[src/rtl/spi_master_slave_top.sv]
// SPI mode-1 link for bring-up: SCLK generator, master (TX/RX FSMs) and slave
// joined by internal SCLK/CS/MOSI/MISO wires inside one module.
module spi_master_slave_top #(
  parameter int MASTER_FREQ = 100_000_000,
  parameter int SLAVE_FREQ  = 1_800_000,
  parameter int SPI_MODE    = 1,
  parameter int SPI_TRF_BIT = 8
) (
  input  logic                   clk,
  input  logic                   rst,
  input  logic [1:0]             req,
  input  logic [7:0]             wait_duration,
  input  logic [SPI_TRF_BIT-1:0] din_master,
  input  logic [SPI_TRF_BIT-1:0] din_slave,
  output logic [SPI_TRF_BIT-1:0] dout_master,
  output logic [SPI_TRF_BIT-1:0] dout_slave,
  output logic                   done_tx,
  output logic                   done_rx
);

  localparam int N    = SPI_TRF_BIT;
  localparam int HALF = MASTER_FREQ / (2 * SLAVE_FREQ);
  localparam int CW   = (HALF > 1) ? $clog2(HALF) : 1;
  localparam int BW   = (N > 1) ? $clog2(N) : 1;
  localparam logic [CW-1:0] HALF_LAST = CW'(HALF - 1);
  localparam logic [BW-1:0] BIT_LAST  = BW'(N - 1);
  localparam logic          CPOL      = (SPI_MODE >= 2);

  typedef enum logic [1:0] {
    TX_IDLE  = 2'd0,
    TX_LOAD  = 2'd1,
    TX_SHIFT = 2'd2,
    TX_WAIT  = 2'd3
  } tx_state_t;

  typedef enum logic {
    RX_IDLE   = 1'b0,
    RX_ACTIVE = 1'b1
  } rx_state_t;

  // SCLK generator
  logic          sclk_r;
  logic          sclk_posedge_r;
  logic          sclk_negedge_r;
  logic [CW-1:0] sclk_cnt_r;
  logic          sclk_en_s;

  // master
  tx_state_t     state_tx_r;
  rx_state_t     state_rx_r;
  logic [1:0]    req_r;
  logic [7:0]    wait_r;
  logic [7:0]    wait_cnt_r;
  logic [BW-1:0] tx_bit_cnt_r;
  logic [BW-1:0] rx_bit_cnt_r;
  logic [N-1:0]  tx_sh_r;
  logic          tx_first_r;
  logic          cs_r;

  // slave
  logic          cs_d_r;
  logic          slv_rx_r;
  logic          slv_tx_r;
  logic [N-1:0]  slv_sh_r;
  logic          slv_first_r;

  logic          mosi_s;
  logic          miso_s;

  assign sclk_en_s = (state_tx_r == TX_SHIFT);
  assign mosi_s    = req_r[0] & tx_sh_r[N-1];
  assign miso_s    = slv_tx_r & slv_sh_r[N-1];

  // SCLK half-period counter; strobes mark the cycle right after each SCLK edge
  always_ff @(posedge clk or negedge rst) begin
    if (!rst) begin
      sclk_r         <= CPOL;
      sclk_cnt_r     <= {CW{1'b0}};
      sclk_posedge_r <= 1'b0;
      sclk_negedge_r <= 1'b0;
    end else if (!sclk_en_s) begin
      sclk_r         <= CPOL;
      sclk_cnt_r     <= {CW{1'b0}};
      sclk_posedge_r <= 1'b0;
      sclk_negedge_r <= 1'b0;
    end else if (sclk_cnt_r == HALF_LAST) begin
      sclk_r         <= ~sclk_r;
      sclk_cnt_r     <= {CW{1'b0}};
      sclk_posedge_r <= (sclk_r == CPOL);
      sclk_negedge_r <= (sclk_r != CPOL);
    end else begin
      sclk_cnt_r     <= sclk_cnt_r + {{(CW-1){1'b0}}, 1'b1};
      sclk_posedge_r <= 1'b0;
      sclk_negedge_r <= 1'b0;
    end
  end

  // Master TX FSM: owns CS, the SCLK burst, MOSI shifting and the post-burst wait
  always_ff @(posedge clk or negedge rst) begin
    if (!rst) begin
      state_tx_r   <= TX_IDLE;
      req_r        <= 2'b00;
      wait_r       <= 8'd0;
      wait_cnt_r   <= 8'd0;
      tx_bit_cnt_r <= {BW{1'b0}};
      tx_sh_r      <= {N{1'b0}};
      tx_first_r   <= 1'b0;
      cs_r         <= 1'b1;
      done_tx      <= 1'b0;
    end else begin
      done_tx <= 1'b0;
      case (state_tx_r)
        TX_IDLE: begin
          if (req != 2'b00) begin
            req_r        <= req;
            wait_r       <= wait_duration;
            tx_sh_r      <= din_master;
            tx_first_r   <= 1'b1;
            tx_bit_cnt_r <= {BW{1'b0}};
            cs_r         <= 1'b0;
            state_tx_r   <= TX_LOAD;
          end
        end
        TX_LOAD: begin
          state_tx_r <= TX_SHIFT;
        end
        TX_SHIFT: begin
          // the first leading edge presents the MSB already loaded
          if (sclk_posedge_r) begin
            if (tx_first_r) begin
              tx_first_r <= 1'b0;
            end else begin
              tx_sh_r <= {tx_sh_r[N-2:0], 1'b0};
            end
          end
          if (sclk_negedge_r) begin
            if (tx_bit_cnt_r == BIT_LAST) begin
              tx_bit_cnt_r <= {BW{1'b0}};
              wait_cnt_r   <= 8'd0;
              if (wait_r == 8'd0) begin
                done_tx    <= req_r[0];
                cs_r       <= 1'b1;
                state_tx_r <= TX_IDLE;
              end else begin
                state_tx_r <= TX_WAIT;
              end
            end else begin
              tx_bit_cnt_r <= tx_bit_cnt_r + {{(BW-1){1'b0}}, 1'b1};
            end
          end
        end
        TX_WAIT: begin
          if (wait_cnt_r == wait_r - 8'd1) begin
            done_tx    <= req_r[0];
            cs_r       <= 1'b1;
            wait_cnt_r <= 8'd0;
            state_tx_r <= TX_IDLE;
          end else begin
            wait_cnt_r <= wait_cnt_r + 8'd1;
          end
        end
        default: begin
          cs_r       <= 1'b1;
          state_tx_r <= TX_IDLE;
        end
      endcase
    end
  end

  // Master RX FSM: armed during LOAD, samples MISO on each trailing SCLK edge
  always_ff @(posedge clk or negedge rst) begin
    if (!rst) begin
      state_rx_r   <= RX_IDLE;
      rx_bit_cnt_r <= {BW{1'b0}};
      dout_master  <= {N{1'b0}};
      done_rx      <= 1'b0;
    end else begin
      done_rx <= 1'b0;
      case (state_rx_r)
        RX_IDLE: begin
          if ((state_tx_r == TX_LOAD) && req_r[1]) begin
            rx_bit_cnt_r <= {BW{1'b0}};
            state_rx_r   <= RX_ACTIVE;
          end
        end
        RX_ACTIVE: begin
          if (sclk_negedge_r) begin
            dout_master <= {dout_master[N-2:0], miso_s};
            if (rx_bit_cnt_r == BIT_LAST) begin
              rx_bit_cnt_r <= {BW{1'b0}};
              done_rx      <= 1'b1;
              state_rx_r   <= RX_IDLE;
            end else begin
              rx_bit_cnt_r <= rx_bit_cnt_r + {{(BW-1){1'b0}}, 1'b1};
            end
          end
        end
        default: begin
          state_rx_r <= RX_IDLE;
        end
      endcase
    end
  end

  // Slave: direction enables follow CS, TX word captured on the CS falling edge
  always_ff @(posedge clk or negedge rst) begin
    if (!rst) begin
      cs_d_r      <= 1'b1;
      slv_rx_r    <= 1'b0;
      slv_tx_r    <= 1'b0;
      slv_sh_r    <= {N{1'b0}};
      slv_first_r <= 1'b0;
      dout_slave  <= {N{1'b0}};
    end else begin
      cs_d_r   <= cs_r;
      slv_rx_r <= ~cs_r & req_r[0];
      slv_tx_r <= ~cs_r & req_r[1];
      if (cs_d_r && !cs_r) begin
        slv_sh_r    <= din_slave;
        slv_first_r <= 1'b1;
      end else if (sclk_posedge_r) begin
        if (slv_first_r) begin
          slv_first_r <= 1'b0;
        end else begin
          slv_sh_r <= {slv_sh_r[N-2:0], 1'b0};
        end
      end
      if (slv_rx_r && sclk_negedge_r) begin
        dout_slave <= {dout_slave[N-2:0], mosi_s};
      end
    end
  end

endmodule

[config.mk]
export PLATFORM = sky130hd
export DESIGN_NAME = spi_master_slave_top
export DESIGN_NICKNAME = d
export VERILOG_FILES = /design/src/rtl/spi_master_slave_top.sv
export SDC_FILE = /design/constraint.sdc
export NUM_CORES = 1
export LEC_CHECK = 0
export BUFFER_PORTS_ARGS = -buffer_cell sky130_fd_sc_hd__clkbuf_2
export CAP_MARGIN = 20
export CORE_MARGIN = 1.5
export CORE_UTILIZATION = 30
export DETAILED_ROUTE_END_ITERATION = 8
export GPL_TIMING_DRIVEN = 0
export HOLD_SLACK_MARGIN = 0.12
export SLEW_MARGIN = 15
export SYNTH_ARGS = -nofsm -noshare
export SYNTH_HDL_FRONTEND = slang
export SYNTH_SLANG_ARGS = --single-unit
[constraint.sdc]
create_clock -name clk -period 5.1 [get_ports clk]
set_input_delay 0.255 -clock clk [delete_from_list [all_inputs] [get_ports clk]]
set_output_delay 0.255 -clock clk [all_outputs]
set_load 0.01 [all_outputs]
-- Word level (Yosys, flattened, before mapping)
Index checks and enable logic that the tools add are counted.
- flip-flop bits (word level): 75
- output and inout port bits: 18
- logic and storage cells: 129
- add/sub/neg operators: 5
- equality and inequality tests: 18
- multiplexer cells: 55
- bitwise logic cells: 7
- reductions and logical operators: 21
- operator list (cell ; number):
    $mux 8 ; 9
    $pmux 8 s2 ; 2
    $mux 1 ; 24
    $mux 3 ; 6
    $ne 2x2->1 const B ; 7
    $pmux 3 s2 ; 2
    $mux 2 ; 5
    $mux 5 ; 2
    $reduce_and 3->1 ; 3
    $add 8x1->8 const B ; 1
    $eq 8x8->1 ; 1
    $logic_not 8->1 ; 1
    $ne 2x1->1 const B ; 4
    $pmux 2 s4 ; 1
    $reduce_and 2->1 ; 4
    $reduce_and 4->1 ; 2
    $reduce_bool 2->1 ; 4
    $sub 8x1->8 const B ; 1
    $add 3x1->3 const B ; 2
    $eq 3x3->1 const B ; 2
    $pmux 1 s2 ; 3
    $reduce_and 6->1 ; 1
    $add 5x1->5 const B ; 1
    $eq 5x5->1 const B ; 1
    other kinds (9) ; 17

-- Depth between registers and ports, before layout
Gate-level depths: netlist of the first run.
- word-level depth: 5
- mapped depth: 8
- gate-level depth less buffers: 8

-- Least setup slack after synthesis of the first run
No wires, ideal clock.
- path type: flip-flop to flip-flop
- start: reg wait_r[0]
- end: reg state_tx_r[0]
- data arrival time: 1.977 ns
- path slack: 2.968 ns
- cell stages (with the launch flop): 9
- path buffers: 0
- period minus slack after synthesis: 2.132 ns
- cells stage by stage: dfrtp_1 > inv_1 > ha_1 > and2b_1 > or3_1 > a311oi_2 > nand3_2 > nand3_1 > o211ai_1
- word-level cells in the longest chain between the ends: 5
- elaborated cells on any way between the ends: 9
- ends and longest elaborated chain (item ; RTL line ; source):
    start: declaration ; 52 ; logic [7:0] wait_r;
    start signal: assignment ; 116 ; wait_r <= wait_duration;
    parallel branches: the longest is 5 deep, another holds $sub 8x1->8 ; n/a ;
    end signal: assignment ; 121 ; state_tx_r <= TX_LOAD;
    end signal: assignment ; 143 ; state_tx_r <= TX_IDLE;
    end signal: assignment ; 145 ; state_tx_r <= TX_WAIT;
    end: declaration ; 49 ; tx_state_t state_tx_r;
Parallel ways; which one is timed is not known. The select of a mux whose other input is x is not followed.
A chain may end at the register's enable or synchronous reset.

-- Final worst setup path of the first run
Ends and elaborated chain as after synthesis.

==> results summary, run 1 <==
The run finished with clean final reports. The required time at the endpoint of the critical path is 5270 ps. The average footprint of a synthesized cell came out at 10.59 um2. The post-cts sizing count is 0.

Synthesis produced between 300 and 400 cells. The number of maximum-capacitance violations is 0. The maximum clock path buffer count came out at 2. The H-tree depth is 3. The leakage dissipation is 0.002105 uW. The number of antenna cells inserted is 0. The worst path arrival time is 2590 ps. The number of ports placed on the die boundary came out at 46. The maximum operating frequency came out at 0.4133 GHz.

The number of global-route vias before repair is 2476. The startpoint class of the critical path is a register. The number of endpoints with negative hold slack in the final report came to 0. The die footprint is 12190 um2. The count of cell types in the netlist is 43. Setup repair after global routing left no endpoint under its margin. The detailed router's first-iteration violation count is 114.

The final antenna-violating net count is 0. The share of the Yosys chip area taken by registers is 0.5428. The first TritonRoute pass finished after 4 iterations. For this run, the total global-route usage over all layers was measured as 0.1191. The register clock-pin slew on the reported worst setup and hold paths came out at 60 ps.

Detailed placement finished with a half-perimeter wire length of 4711 um. The synthesis warning total is 0. The global-route wire length before repair is roughly 12000 um. The count of final max-slew check failures came out at 0. Across all layers, the routed design uses 2516 vias. The power share of the clock group is 0.522. The final weighted congestion in routability-driven placement came out at 0.7844. For this configuration, the core starts out at a cell density of 0.3058. The switching power summed over all nets is ~280 uW. Once placement completed, the tool counted placed cells totaling 516. The power density over the cells is 307.5 nW/um2.

The clock arrives with 6.559 ps of skew. From bottom edge to top edge, the die measures 110.4 um. The final core utilization is 0.3803. The total number of clock tree sinks came out at between 70 and 80. The filler cells instantiated in the layout total between 1000 and 1500.

Setup violations remaining at the end of the flow were counted as 0. Of the total power, registers draw 0.453. The number of CTS-inserted buffers came out at 9. STA classifies the critical path endpoint as a register. The internal power of the cells totals approximately 1000 uW.

The cell row count came out at 39. The reg-to-reg endpoint is state_tx_r[0]. The per-cell routed wire length is 12.25 um.

Across the VDD grid, the largest voltage drop is 0.1735 mV. The area growth from synthesis to layout came out at 24.36%. The min-delay analysis places its worst path in the category primary input to register. The number of remaining DRC errors came out at 0.

The reg-to-reg startpoint is wait_r[0]. The largest net degree at the start of global routing came out at 41. The ratio of cells with drive above 1 in the final layout is 0.2161. Summing all non-filler instances in the final layout gives an area of 4305 um2. The worst-path maximum fanout came out at 6. The final critical delay including setup and external delays is roughly 2400 ps. The chip width came out at ~110 um.

The initial antenna violation count came to 0. The worst setup path is of the register to register kind. Of the total power, the share spent switching nets is 0.2099. The worst pin sits at a relative slew slack of 0.4504. The share of total power in combinational logic is 0.025. Counting flops and latches in the post-synthesis netlist gives 75.

The critical path capture point is state_tx_r[0]. Global routing finished with a remaining overflow of 0. The register-to-register path setup slack is approximately 2700 ps.

The post-placement cell area is 3889 um2. The region available for standard cell placement spans around 11000 um2. Synthesis produced a netlist with a net count of 364. The post-detailed-route via-to-cell ratio came out at 4.651.

The number of nets in the layout is 430. The total negative setup slack came out at 0 ps. The transition at the pin with the smallest max-transition slack came out at 821.4 ps. The final wirelength is approximately 6600 um. TritonCTS built the clock tree. The post-route fraction of the period consumed by the critical path came out at 0.4744. The tree is rooted in a sky130_fd_sc_hd__clkbuf_16. In this run the worst setup path begins at wait_r[0]. The filler-free cell count of the finished design came out at 541.

After synthesis the cells add up to 3462 um2. Buffers placed on the I/O ports in this run total 45. The depth of the worst register-to-register path came out at 8. The clock insertion delay at the later pin of the skew report is 330 ps.
## flip-flops by register name, indices dropped and copies added (netlist names), 3 cells and up
name          flops
dout_master       8
dout_slave        8
slv_sh_r          8
tx_sh_r           8
wait_cnt_r        8
wait_r            8
sclk_cnt_r        5
rx_bit_cnt_r      3
tx_bit_cnt_r      3
## per-layer routing
metal	vias to the layer above	wire length [um]	GRT usage
li1	1259	-	-
met1	1191	3317	0.1593
met2	58	2921	0.1786
met3	8	310	0.03787
met4	0	79	0.04872
met5	-	0	0
## power by group through the flow
stage               sequential, uW  clock (uW)  combinational, uW
global placement               610           0               26.3
detailed placement             610           0               29.4
global route                   599         737               38.7
CTS                            599         715               34.7
finish                         600         691               33.3
floorplan                      610           0               3.44
## placed cells by master, fill, tap and decap left out, drive strengths merged, types with 2 or more instances in the layout
cell / netlist / layout
clkbuf: 9 / 63
a21o: 2 / 2
dlygate4sd3: 0 / 9
nor4b: 2 / 2
a32o: 5 / 5
dfstp: 2 / 2
nand3: 10 / 10
a22o: 3 / 3
nand2b: 3 / 3
nor4: 2 / 2
dfrtp: 73 / 73
o211ai: 2 / 2
bufinv: 0 / 2
mux2: 14 / 14
and3: 2 / 2
xor2: 5 / 5
o21ai: 25 / 25
xnor2: 8 / 8
nand2: 64 / 64
o22ai: 2 / 2
clkinv: 0 / 3
mux2i: 15 / 15
nor3: 6 / 6
inv: 10 / 11
ha: 9 / 9
nor2b: 6 / 6
a21oi: 11 / 11
nor2: 21 / 21
buf: 1 / 2
o21a: 3 / 3
## synthesized netlist by cell type, drive strengths merged
| library cell | instances | share of area |
|---|---|---|
| dfrtp | 73 | 0.53 |
| nand2 | 64 | 0.069 |
| o21ai | 25 | 0.036 |
| nor2 | 21 | 0.023 |
| mux2i | 15 | 0.043 |
| mux2 | 14 | 0.046 |
| a21oi | 11 | 0.016 |
| inv | 10 | 0.011 |
| nand3 | 10 | 0.016 |
| clkbuf | 9 | 0.0098 |
| ha | 9 | 0.033 |
| xnor2 | 8 | 0.020 |
| nor2b | 6 | 0.011 |
| nor3 | 6 | 0.0087 |
| a32o | 5 | 0.014 |
| xor2 | 5 | 0.013 |
| a22o | 3 | 0.0076 |
| nand2b | 3 | 0.0054 |
| o21a | 3 | 0.0065 |
| a21o | 2 | 0.0043 |
| and3 | 2 | 0.0036 |
| dfstp | 2 | 0.015 |
| nor4 | 2 | 0.0080 |
| nor4b | 2 | 0.0069 |
| o211ai | 2 | 0.0043 |
| o22ai | 2 | 0.0036 |
| a311oi | 1 | 0.0043 |
| a31oi | 1 | 0.0061 |
| and2b | 1 | 0.0022 |
| and3b | 1 | 0.0029 |
| and4bb | 1 | 0.0036 |
| buf | 1 | 0.0011 |
| nand3b | 1 | 0.0022 |
| nand4b | 1 | 0.0025 |
| o2111a | 1 | 0.0033 |
| o21bai | 1 | 0.0022 |
| o31a | 1 | 0.0025 |
| or3 | 1 | 0.0018 |
| or4 | 1 | 0.0033 |
## repair_timing
action / 4_1_cts / 5_1_grt
endpoints found under the hold margin: 42 / 0
buffers inserted: 0 / 0
hold buffers: 9 / 0
## critical path, stage by stage (launching register included)
cell	delay (ps)
sky130_fd_sc_hd__dfrtp_1	460
sky130_fd_sc_hd__inv_1	120
sky130_fd_sc_hd__ha_1	270
sky130_fd_sc_hd__and2b_1	160
sky130_fd_sc_hd__or3_1	310
sky130_fd_sc_hd__a311oi_2	430
sky130_fd_sc_hd__nand3_2	150
sky130_fd_sc_hd__nand3_1	220
sky130_fd_sc_hd__o211ai_1	120
## layout make-up
type,instances,area (um2),area share
flip-flops and latches,75,1879,0.4365
well taps,143,178.9,0.04156
multi-input cells,232,1508,0.3502
inverters,10,37.54,0.008718
clock buffers,9,225.2,0.05231
plain buffers,10,37.54,0.008718
clock inverters,7,101.3,0.02354
repair buffers,55,337.8,0.07847
## metrics by stage
step / worst slack, ps / hold slack [ps] / total power (uW)
final: 2680 / 135.5 / 1324
after CTS: 2686 / 124.2 / 1349
after detailed placement: 2710 / 283.3 / 639.7
after floorplan: 2968 / -40.59 / 613.4
after global routing: 2496 / 137.6 / 1375
after global placement: 2692 / 401.7 / 636.8
## worst min-delay path by stage
stage / depth (start not counted) / startpoint / to / slack (ps)
final: 3 / din_slave[5] / slv_sh_r[5] / 140
after global routing: 3 / din_slave[3] / slv_sh_r[3] / 140
after CTS: 3 / din_slave[5] / slv_sh_r[5] / 120
after detailed placement: 1 / rst / dout_slave[7] / 280
after global placement: 0 / cs_r / cs_d_r / 400
after floorplan: 0 / rst / done_rx / -40
## cell families (layout without fill, tap and decap cells)
group | after synthesis | after routing | synth area share
and+or+nand+nor | 123 | 123 | 0.1699
buffers and inverters | 20 | 91 | 0.02168
adders and majority gates | 9 | 9 | 0.03253
muxes | 29 | 29 | 0.08890
xor gates and xnor gates | 13 | 13 | 0.03289
AOI/OAI and AO/OA | 58 | 58 | 0.1113
DFF | 75 | 75 | 0.5428
Power figures use the tool's default switching activity.
==> inputs of run 2 (changes only) <==
==> constraint.sdc (replaced) <==
create_clock -name clk -period 2.2 [get_ports clk]
set_input_delay 0.11 -clock clk [delete_from_list [all_inputs] [get_ports clk]]
set_output_delay 0.11 -clock clk [all_outputs]
set_load 0.01 [all_outputs]
==> run 2 against run 1 <==
  * Via count increased by 3.4%
  * Final cell count increased by 3.9%
  * Utilization increased by 2.3 points
  * Register-to-register slack got worse by 2600 ps
  * Clock power increased by 130%
  * Global-route usage increased by 0.36 points
  * Combinational power increased to 3.1 times the previous value
  * Sequential power increased by 130%
  * Flip-flop and latch count unchanged
  * Critical path depth unchanged
  * Sequential share of layout area decreased by 2.5 points
  * Hold slack improved by 170 ps
  * Highest routed layer unchanged
==> results summary, run 2 (synthesis results as in run 1) <==
The flow ran to the end, and the final reports show no timing, DRC or antenna violations. The largest net degree at the start of global routing came out at 41. Wires add up to 6892 um.

Buffers inserted during clock tree synthesis total 9. The largest stage delay on the critical path is 390 ps. TritonCTS built the clock tree.

The number of nets in the layout came out at 451. The total congestion overflow came out at 0. The clock insertion delay at the later pin of the skew report is 330 ps. The number of buffers and inverters on the critical path is 1.

At the worst endpoint, the arrival time is 2240 ps. The slowest cell on the critical path is sky130_fd_sc_hd__a311oi_4. The startpoint class of the critical path is a register. The number of endpoints with negative hold slack in the final report came to 0. For the pin with the worst max-slew slack, the measured transition is 808.0 ps. The die footprint came out at 12190 um2. The number of ports placed on the die boundary came out at 46. The post-detailed-route via-to-cell ratio is between 4 and 5.

Clock tree synthesis found a total of between 70 and 80 sinks. The global-route wire length before repair came out at 12100 um. The multi-input combinational cells in the finished layout cover a total of 1567 um2.

The cell row count is 39. The final-report setup violation count came out at 0. The setup slack after layout came out at between 100 and 150 ps. Measured along the x axis, the die boundary spans 110.4 um. The number of antenna cells inserted came out at 0. The final weighted congestion in routability-driven placement came out at 0.7844. The number of global-route vias before repair is 2613.

The power density over the cells came out at just under 700 nW/um2. The post-route fraction of the period consumed by the critical path is 0.9429. The count of final max-slew check failures is 0. The routed layout has 2602 vias. The register area came out at 1881 um2.

The maximum operating frequency is 0.4821 GHz. Setup repair after global routing left no endpoint under its margin. In this run the standard cell core region covers 11320 um2. Summed over all nets, the half-perimeter wirelength after detailed placement is 4711 um. Traced cell by cell, the critical path runs through inv_2 > ha_4 > and2b_1 > or3_4 > a311oi_4 > nand3_2 > nand3_4 > o211ai_1. The worst path needs ~2100 ps of the cycle, external delays included. The leakage dissipation is 0.002200 uW. Grouping stages by cell kind, the critical path spends the most delay in simple AND/OR/NAND/NOR gates. The worst setup path is captured at a register.

Clock skew on the completed layout was measured at between 7 and 8 ps. After filler insertion, the fill cell instance count of the layout stands at 1113. The leading cell type in the layout, fill and taps excluded is sky130_fd_sc_hd__dfrtp_1. The number of optimization iterations in the first detailed-route pass came out at 4.

The worst max-slew margin expressed relative to the limit came out at 0.4594. The critical path is of the register to register type. The maximum clock path buffer count is 2. The worst-path maximum fanout came out at 6.

The per-cell routed wire length is 12.26 um. The tightest min-delay check is of the primary input to asynchronous set/reset pin type. The tool flagged a number of max-cap violations equal to 0. The initial utilization of the core area, before any placement, comes to 0.3058. The detailed router's first-iteration violation count is 119. The die span in y is 110.4 um.

Data on the critical path is required at its endpoint by roughly 2400 ps. Summing internal, switching and leakage power gives a little over 3000 uW. After clock tree synthesis, the clock-pin slew on the worst setup and hold paths is 60 ps. In the final layout, the share of cells above drive strength 1 is 0.2291. In the layout the commonest cells are sky130_fd_sc_hd__dfrtp_1, sky130_fd_sc_hd__nand2_1, sky130_fd_sc_hd__clkbuf_2, sky130_fd_sc_hd__dlygate4sd3_1, sky130_fd_sc_hd__o21ai_0. The quantity of I/O buffers inserted on ports is 45. The placement-stage worst setup slack is -190.0 ps. The final antenna-violating net count is 0. IR analysis of the VDD net gives a maximum drop of 0.4060 mV. The master cell of the clock root buffer is sky130_fd_sc_hd__clkbuf_16. The overall routing resource usage came out at 0.1227. The H-tree depth is 3. The initial antenna violation count is 0. The area growth from synthesis to layout came out at 32.02%.

After detailed routing, the number of remaining DRC violations is 0.
## run 2: cell types whose count changed in the layout (fill, tap and decap cells not counted), moves of 2 or more
cell,before,now
sky130_fd_sc_hd__inv_2,0,2
sky130_fd_sc_hd__buf_4,0,2
sky130_fd_sc_hd__inv_1,10,8
sky130_fd_sc_hd__dlygate4sd3_1,9,28
## run 2: stage by stage
| step | instances | hold WS (ps) | utilization | cell area, um2 | TNS [ps] |
|---|---|---|---|---|---|
| 2_1_floorplan | 327 | -185.6 | - | 3462 | 0 |
| 3_3_place_gp | 515 | 303.7 | 0.3415 | 3866 | -1176 |
| 3_5_place_dp | 516 | 138.3 | 0.3435 | 3889 | -1115 |
| 4_1_cts | 562 | 318.3 | 0.4008 | 4537 | 0 |
| 5_1_grt | 562 | 361.0 | 0.4037 | 4571 | 0 |
| 6_report | 562 | 302.7 | 0.4037 | 4571 | 0 |
## run 2: layout make-up
cell class                      instances  area share
Clock inverter                          7     0.02217
Multi-Input combinational cell        232      0.3427
Buffer                                 10    0.008212
Tap cell                              143     0.03915
Clock buffer                            9     0.04927
Inverter                               10    0.008212
Timing Repair Buffer                   76      0.1188
Sequential cell                        75      0.4114
## run 2: metal layers
metal	global-route usage	share of wire	routed length, um	vias to the layer above
met5	0	0	0	-
met4	0.04872	0.011	78	0
met3	0.03732	0.045	309	8
met2	0.1901	0.46	3143	56
met1	0.1606	0.49	3360	1232
li1	-	-	-	1306
## run 2: power breakdown
| part | total [uW] | internal (uW) | switching, uW |
|---|---|---|---|
| clock network | 1600 | 1000 | 597 |
| registers | 1390 | 1390 | 3.86 |
| logic | 103 | 56.8 | 45.7 |
## run 2: what timing repair did
item / CTS / global route
hold endpoints to repair: 60 / 0
hold buffers: 28 / 0
gates resized for setup: 4 / 8
buffers inserted: 2 / 0
cloned: 0 / 0
setup endpoints to repair: 12 / 10
pin swaps: 1 / 1
## run 2: final timing paths
kind	startpoint	end	slack, ps	cells past startpoint
setup / recovery	wait_r[1]	state_tx_r[0]	130	8
hold / removal	rst	dout_slave[7]	300	2
setup reg to reg	wait_r[1]	state_tx_r[0]	130	8
hold reg to reg	cs_r	cs_d_r	410	0
max in group asynchronous	rst	cs_r	1250	3
min in group clk	cs_r	cs_d_r	410	0
## run 2: worst register-to-register path, cell delays in order, from the launching register on
cell and delay, ps:
sky130_fd_sc_hd__dfrtp_1 370, sky130_fd_sc_hd__inv_2 70, sky130_fd_sc_hd__ha_4 170, sky130_fd_sc_hd__and2b_1 150
sky130_fd_sc_hd__or3_4 330, sky130_fd_sc_hd__a311oi_4 400, sky130_fd_sc_hd__nand3_2 180, sky130_fd_sc_hd__nand3_4 150
sky130_fd_sc_hd__o211ai_1 100
